===== config.mk =====
export PLATFORM = sky130hd
export DESIGN_NAME = booth_mul_arbiter
export DESIGN_NICKNAME = d
export VERILOG_FILES = /design/src/rtl/booth_mul_arbiter.sv
export SDC_FILE = /design/constraint.sdc
export NUM_CORES = 1
export LEC_CHECK = 0
export CAP_MARGIN = 20
export CORE_ASPECT_RATIO = 0.7
export CORE_MARGIN = 2
export CORE_UTILIZATION = 35
export DETAILED_ROUTE_END_ITERATION = 7
export GPL_TIMING_DRIVEN = 1
export HOLD_SLACK_MARGIN = 0.12
export PLACE_DENSITY = 0.57
export SYNTH_ARGS = -nofsm -noshare
export SYNTH_HDL_FRONTEND = slang
export SYNTH_SLANG_ARGS = --single-unit
export TNS_END_PERCENT = 20

===== constraint.sdc =====
create_clock -name clk -period 4.65 [get_ports clk]
set_input_delay 0.465 -clock clk [delete_from_list [all_inputs] [get_ports clk]]
set_output_delay 0.465 -clock clk [all_outputs]
set_load 0.01 [all_outputs]

===== src/rtl/booth_mul_arbiter.sv =====
// Round-robin arbiter that shares one radix-4 Booth signed multiplier among NREQ requesters.
// Optional per-requester grant counters are enabled with `define MUL_ARB_CNT_EN.
module booth_mul_arbiter #(
  parameter int unsigned WIDTH = 7,
  parameter int unsigned NREQ  = 4,
  parameter int unsigned IDW   = 2
) (
  input  logic                    clk,
  input  logic                    rst_n,
  input  logic [NREQ-1:0]         req_valid,
  input  logic [NREQ*WIDTH-1:0]   req_a,
  input  logic [NREQ*WIDTH-1:0]   req_b,
  output logic [NREQ-1:0]         req_ready,
  output logic                    rsp_valid,
  input  logic                    rsp_ready,
  output logic [2*WIDTH-1:0]      rsp_p,
  output logic [IDW-1:0]          rsp_id
`ifdef MUL_ARB_CNT_EN
  ,
  output logic [NREQ*16-1:0]      grant_cnt
`endif
);

  localparam int unsigned PW = 2 * WIDTH;
  localparam int unsigned NG = (WIDTH + 1) / 2;

  logic             s1_valid;
  logic [WIDTH-1:0] op_a, op_b;
  logic [IDW-1:0]   op_id;
  logic [IDW-1:0]   prio_ptr;
  logic [IDW-1:0]   win, win_nxt;
  logic [IDW:0]     idx;
  logic             found, adv2, accept, xfer;
  logic [PW-1:0]    product;

  assign adv2   = !rsp_valid || rsp_ready;
  assign accept = !s1_valid || adv2;

  // Rotating search from prio_ptr; idx is one bit wider so the wrap works for any NREQ.
  always_comb begin
    found = 1'b0;
    win   = '0;
    idx   = '0;
    for (int unsigned k = 0; k < NREQ; k++) begin
      idx = {1'b0, prio_ptr} + (IDW+1)'(k);
      if (idx >= (IDW+1)'(NREQ)) idx = idx - (IDW+1)'(NREQ);
      if (!found && req_valid[idx[IDW-1:0]]) begin
        found = 1'b1;
        win   = idx[IDW-1:0];
      end
    end
  end

  always_comb begin
    req_ready = '0;
    xfer      = found && accept && rst_n;
    if (xfer) req_ready[win] = 1'b1;
    win_nxt = (win == IDW'(NREQ - 1)) ? '0 : win + 1'b1;
  end

  // Radix-4 Booth: multiplier sign-extended to an even width, bit -1 is zero.
  logic signed [PW-1:0] a_ext, pp, prod_acc;
  logic [2*NG:0]        bx;
  logic [2:0]           sel;

  always_comb begin
    a_ext    = PW'($signed(op_a));
    bx       = {(2*NG)'($signed(op_b)), 1'b0};
    prod_acc = '0;
    pp       = '0;
    sel      = '0;
    for (int i = 0; i < int'(NG); i++) begin
      sel = bx[2*i +: 3];
      case (sel)
        3'b001, 3'b010: pp = a_ext;
        3'b011:         pp = a_ext <<< 1;
        3'b100:         pp = -(a_ext <<< 1);
        3'b101, 3'b110: pp = -a_ext;
        default:        pp = '0;
      endcase
      prod_acc = prod_acc + (pp <<< (2 * i));
    end
  end

  assign product = prod_acc;

  always_ff @(posedge clk) begin
    if (!rst_n) begin
      s1_valid  <= 1'b0;
      rsp_valid <= 1'b0;
      op_a      <= '0;
      op_b      <= '0;
      op_id     <= '0;
      rsp_p     <= '0;
      rsp_id    <= '0;
      prio_ptr  <= '0;
    end else begin
      if (xfer) begin
        op_a     <= req_a[win*WIDTH +: WIDTH];
        op_b     <= req_b[win*WIDTH +: WIDTH];
        op_id    <= win;
        s1_valid <= 1'b1;
        prio_ptr <= win_nxt;
      end else if (adv2) begin
        s1_valid <= 1'b0;
      end
      if (adv2) begin
        rsp_p     <= product;
        rsp_id    <= op_id;
        rsp_valid <= s1_valid;
      end
    end
  end

`ifdef MUL_ARB_CNT_EN
  // Saturating 16-bit transfer count per requester.
  always_ff @(posedge clk) begin
    if (!rst_n) begin
      grant_cnt <= '0;
    end else begin
      for (int unsigned i = 0; i < NREQ; i++) begin
        if (xfer && (win == IDW'(i)) && (grant_cnt[i*16 +: 16] != 16'hFFFF)) begin
          grant_cnt[i*16 +: 16] <= grant_cnt[i*16 +: 16] + 16'd1;
        end
      end
    end
  end
`endif

endmodule


==> impl_metrics.ini, run 1 <==
[outcome]
status = complete, no violations

[setup_path]
end_kind = register
worstReg2RegStart = op_a[0]
path_class = register to register
r2r-end = rsp_p[12]
worst-r2r-setup-slack_ps = 310
worst_r2r_path_depth = 17
crit_required_ps = 4820
cp_data_arrival_time_ps = 4510
crit_path_max_fanout = 7
startpoint_type = register

[sta]
setup_tns_ps = 0
max_freq_ghz = 0.230
fin_skew_ps = 7.05
post-route-period-util = 0.934
setup_ws_ps = 306
drv_slew = 0
final_hold_viol_count = 0
worst_pin_slew_ps = 950
max-slew-margin-rel = 0.363
fin_crit_ps = 4340
setup_viol = 0

[cells_and_area]
utilization = 0.472
final_nets = 728
area_growth_pct = 29.7
drive_gt1_frac = 0.0939
final_common_cell = nand2_1
n_antenna_cell = 0
fin_cells = 781
final_cell_mix = nand2_1 (99), clkdlybuf4s50_1 (83), a21oi_1 (56)

[synth]
netlist-cell-type-count = 61
synthTopCellsByArea = dfxtp_1 (18%), nand2_1 (9.1%), fa_1 (8.4%), a21oi_1 (7.1%), ha_1 (6.5%)
synth_area_mm2 = 0.00406
synth_nets = 658
ys_warn_count = 0
synth_cells = 557
ys_ff_latch = 36
synth_edf_count = 0
synth_area_per_cell_um2 = 7.30
yosysTopAreaCellShare = 0.177
ys.flop_type = dfxtp_1
ys_seq_area_frac = 0.177
yosysTopAreaCell = dfxtp_1
async_reset_ff_frac = 0

[floorplan]
rows = 32
fp.dieH_um = 94.2
io_pins = 84
coreArea_mm2 = 0.0112
die_area_mm2 = 0.0125
fp.dieW_um = 133
initial_core_util = 0.364

[route]
drc = 0
routed_via_density = 5.40
wire_per_inst_um = 16.5
drt-pass1-iter-count = 5
dr.first_iter.drc_count = 330
vias = 4220
antenna_left = 0
totalWireLength_um = 12900

[hold_path]
hp-class = register to register
hold_path_end = rsp_p[5]
hold_depth = 2
hp-start = rsp_p[5]

[clock_tree]
cts_tree = done
cts_hold_buf = 0
clock_latency_ps = 290
cts_inserted_buffers = 5
clock-sinks = 36
clk_pin_slew_ps = 60
cts_buffer_depth = 2
htreeDepth = 2
clockRootBuffer = clkbuf_16

[flow_run]
cap_viol_max_count = 0

[global_routing]
antenna_found_initial = 0
track_usage = 0.217
overflow = 0
grt_pass1_vias = 4144
grt_pass1_wl_um = 21500
grt_max_degree = 45

[placed_design]
dp_hpwl_um = 10100
gp_congestion = 0.984
dp_slack_ps = 236
io_buffers = 83
place_inst = 772

[power_and_ir_drop]
power.leakage_nw = 2.13
pwr_density_cell_mw_per_mm2 = 526
vdd_drop_max_mv = 0.311
power_mw = 2.77
[how the worst max path moves through the flow]
stage                     end  depth (start not counted)     from  slack (ps)
global placement    rsp_p[12]                         17  op_a[0]         330
CTS                 rsp_p[12]                         16  op_a[0]         210
global route        rsp_p[13]                         18  op_a[0]         -10
finish              rsp_p[12]                         17  op_a[0]         310
detailed placement  rsp_p[11]                         16  op_a[0]         240
floorplan           rsp_p[12]                         20  op_a[0]         440
[cells in the mapped netlist, types with 4 or more instances]
| cell type | number |
|---|---|
| nand3_1 | 7 |
| buf_1 | 4 |
| a22oi_1 | 7 |
| nor3_1 | 10 |
| o211ai_1 | 4 |
| a21o_1 | 5 |
| and3_1 | 5 |
| fa_1 | 17 |
| xor2_1 | 5 |
| inv_1 | 29 |
| a21oi_1 | 58 |
| nor2_1 | 43 |
| xnor2_1 | 13 |
| a311o_1 | 14 |
| o21ai_0 | 37 |
| nand2b_1 | 10 |
| dfxtp_1 | 36 |
| a211oi_1 | 17 |
| mux2i_1 | 5 |
| clkbuf_1 | 29 |
| ha_1 | 21 |
| nor2b_1 | 18 |
| buf_2 | 7 |
| nand2_1 | 99 |
[metal layers]
layer,vias to the layer above,wire (µm),GRT usage,share of wire
met2,173,5080,0.316,0.39
met5,-,0,0,0
met3,13,1160,0.0550,0.090
met4,0,139,0.0439,0.011
met1,1956,6490,0.319,0.50
li1,2078,-,-,-
[logic make-up (layout without fill, tap and decap cells)]
family / count (synthesis) / in the layout / synth area share
DFF: 36 / 36 / 0.177
and+or+nand+nor: 209 / 209 / 0.240
xor gates and xnor gates: 20 / 20 / 0.0499
adders and majority gates: 38 / 38 / 0.148
AOI/OAI and AO/OA: 165 / 165 / 0.266
buffers and inverters: 79 / 150 / 0.0825
muxes: 10 / 10 / 0.0354
[state kept, by name (all words and copies together) (netlist names)]
| signal | count |
|---|---|
| rsp_id | 2 |
| rsp_valid | 1 |
| op_b | 7 |
| s1_valid | 1 |
| rsp_p | 14 |
| op_id | 2 |
| op_a | 7 |
| prio_ptr | 2 |
[critical path, cell delays in order, from the launching register on]
cell,delay [ps]
dfxtp_2,360
inv_1,130
ha_1,240
nor3b_4,340
nor2_1,100
xnor2_1,180
o221a_2,300
a21oi_1,210
fa_1,480
fa_1,500
ha_1,350
a21o_1,200
a21oi_2,170
o21bai_1,80
a21oi_1,210
o21ai_0,160
nand4b_1,120
o211ai_1,100
[final cells by class]
cell class                      count  area [µm²]
Clock buffer                        7         143
Clock inverter                      1        7.51
Fill cell                        1121        5900
Inverter                           34         131
Multi-Input combinational cell    442        3040
Sequential cell                    36         723
Tap cell                          153         191
Timing Repair Buffer              108        1040
[metrics by stage]
step                      hold slack [ps]  cell area (µm²)
after CTS                             460             5240
after global routing                  475             5270
final                                 455             5270
after global placement                443             5060
after detailed placement              444             5090
after floorplan                       437             4060
[where the power goes]
| part | total (mW) | switching [mW] | internal, mW |
|---|---|---|---|
| Combinational | 1.97 | 1.10 | 0.869 |
| Sequential | 0.465 | 0.0781 | 0.387 |
| Clock | 0.343 | 0.130 | 0.213 |
[timing repair]
action                                 CTS  global route
resized for setup                        0             6
setup endpoints to repair                0             4
buffers inserted                         0             1
endpoints found under the hold margin    0             0
Note: power is estimated with default switching activity, not from simulation.
==> run 2, diff against run 1 <==
CORE_ASPECT_RATIO = not set   (was 0.7)
==> run 2 against run 1 <==
Critical endpoint is now rsp_p[13]. Sequential share of layout area is essentially flat. Clock power up 16%. Critical path depth up 1. Sequential power fell by 2%. Maximum frequency up 1.6%. Highest routed layer unchanged.
==> impl_metrics.ini, run 2 (same netlist as run 1, synthesis figures left out) <==
[outcome]
status = complete, no violations

[clock_tree]
clock_latency_ps = 290
cts_buffer_depth = 2
clockRootBuffer = clkbuf_16
cts_inserted_buffers = 5
cts_tree = done
htreeDepth = 2
clk_pin_slew_ps = 60
clock-sinks = 36
cts_hold_buf = 0

[sta]
worst_pin_slew_ps = 920
max-slew-margin-rel = 0.383
fin_skew_ps = 6.70
max_freq_ghz = 0.234
rsz0062_at_grt = false
setup_tns_ps = 0
final_hold_viol_count = 0
setup_viol = 0
fin_crit_ps = 4280
drv_slew = 0
post-route-period-util = 0.920

[global_routing]
busiest_layer = met2
grt_pass1_vias = 4228
grt_pass1_wl_um = 20400
met3_usage = 0.0365
use_met1 = 0.260
grt_max_degree = 45
antenna_found_initial = 0
track_usage = 0.198
overflow = 0
gr-usage-met2 = 0.324

[cells_and_area]
fillers = 1170
largest_register = rsp_p
area_growth_pct = 29.8
drive_gt1_frac = 0.0951
reg_top3 = rsp_p: 14 flops, op_a: 7 flops, op_b: 7 flops
final_nets = 731
final_common_cell = nand2_1
final_cell_mix = nand2_1 (99), clkdlybuf4s50_1 (83), a21oi_1 (58)
largest_register_ffs = 14
n_antenna_cell = 0

[placed_design]
dp_hpwl_um = 9750
gp_congestion = 0.931
io_buffers = 83

[route]
drt-pass1-iter-count = 4
totalWireLength_um = 12200
antenna_left = 0
drc = 0
routed_via_density = 5.33
dr.first_iter.drc_count = 245
wire_per_inst_um = 15.7
vias = 4122

[floorplan]
rows = 39
initial_core_util = 0.357
io_pins = 84
die_area_mm2 = 0.0125
coreArea_mm2 = 0.0114
fp.dieH_um = 112
fp.dieW_um = 112

[power_and_ir_drop]
power.leakage_nw = 2.14
seqPwrFrac = 0.165
vdd_drop_max_mv = 0.272
pwr_density_cell_mw_per_mm2 = 525
power_mw = 2.77
p_clk_frac = 0.144
netSwitchingFraction = 0.455
p_int_mw = 1.51
p_sw_mw = 1.26
p_comb_frac = 0.691

[setup_path]
startpoint_type = register
cp_data_arrival_time_ps = 4420
crit_start = op_a[0]
end_kind = register
crit_path_max_fanout = 7
worst_r2r_path_depth = 18
crit_required_ps = 4790
worstReg2RegStart = op_a[0]
path_class = register to register

[hold_path]
hp-class = register to register
hp-start = rsp_id[0]
hold_depth = 2

[flow_run]
cap_viol_max_count = 0
[run 2: final timing paths]
path,endpoint,slack (ps)
max,rsp_p[13],370
min,rsp_id[0],450
max reg2reg,rsp_p[13],370
min reg2reg,rsp_id[0],450
[run 2: through the flow]
| step | utilization | setup WS, ps | std cells | area, µm² | hold slack (ps) |
|---|---|---|---|---|---|
| floorplan | - | 440 | 557 | 4060 | 437 |
| global placement | 0.446 | 373 | 764 | 5070 | 439 |
| detailed placement | 0.446 | 250 | 764 | 5070 | 448 |
| CTS | 0.461 | 236 | 772 | 5240 | 458 |
| global route | 0.464 | 12.7 | 774 | 5270 | 479 |
| finish | 0.464 | 373 | 774 | 5270 | 452 |
[run 2: area by class of cell]
cell class	count	area (µm²)	area share
Multi-Input combinational cell	442	3020	0.573
Clock buffer	5	125	0.0237
Sequential cell	36	723	0.137
Clock inverter	3	46.3	0.00878
Tap cell	143	179	0.0339
Inverter	34	131	0.0249
Timing Repair Buffer	111	1050	0.199
[run 2: power groups by stage]
stage / sequential [mW] / clock [mW] / combinational [mW]
after floorplan: 0.455 / 0 / 1.36
after global placement: 0.460 / 0 / 1.90
after detailed placement: 0.463 / 0 / 1.91
after CTS: 0.457 / 0.406 / 1.92
after global routing: 0.468 / 0.423 / 2.17
final: 0.457 / 0.398 / 1.91
[run 2: metal layers]
| metal | vias to the layer above | wire length (µm) |
|---|---|---|
| met2 | 133 | 5570 |
| met5 | - | 0 |
| met3 | 18 | 820 |
| li1 | 2070 | - |
| met1 | 1901 | 5520 |
| met4 | 0 | 238 |
[run 2: critical path: stages (launching register included)]
cell	delay (ps)
dfxtp_2	410
inv_1	120
ha_1	220
buf_4	160
nand2_1	110
xnor2_1	160
o21ai_0	110
mux4_2	480
fa_1	510
inv_1	60
fa_1	530
inv_1	50
ha_1	320
inv_1	50
o21bai_1	210
nor4_2	70
o31ai_1	290
xor2_1	180
a21oi_1	80
[run 2: what timing repair did]
item,in CTS,in global routing
setup buffers,0,1
resized for setup,0,3
setup endpoints to repair,0,4
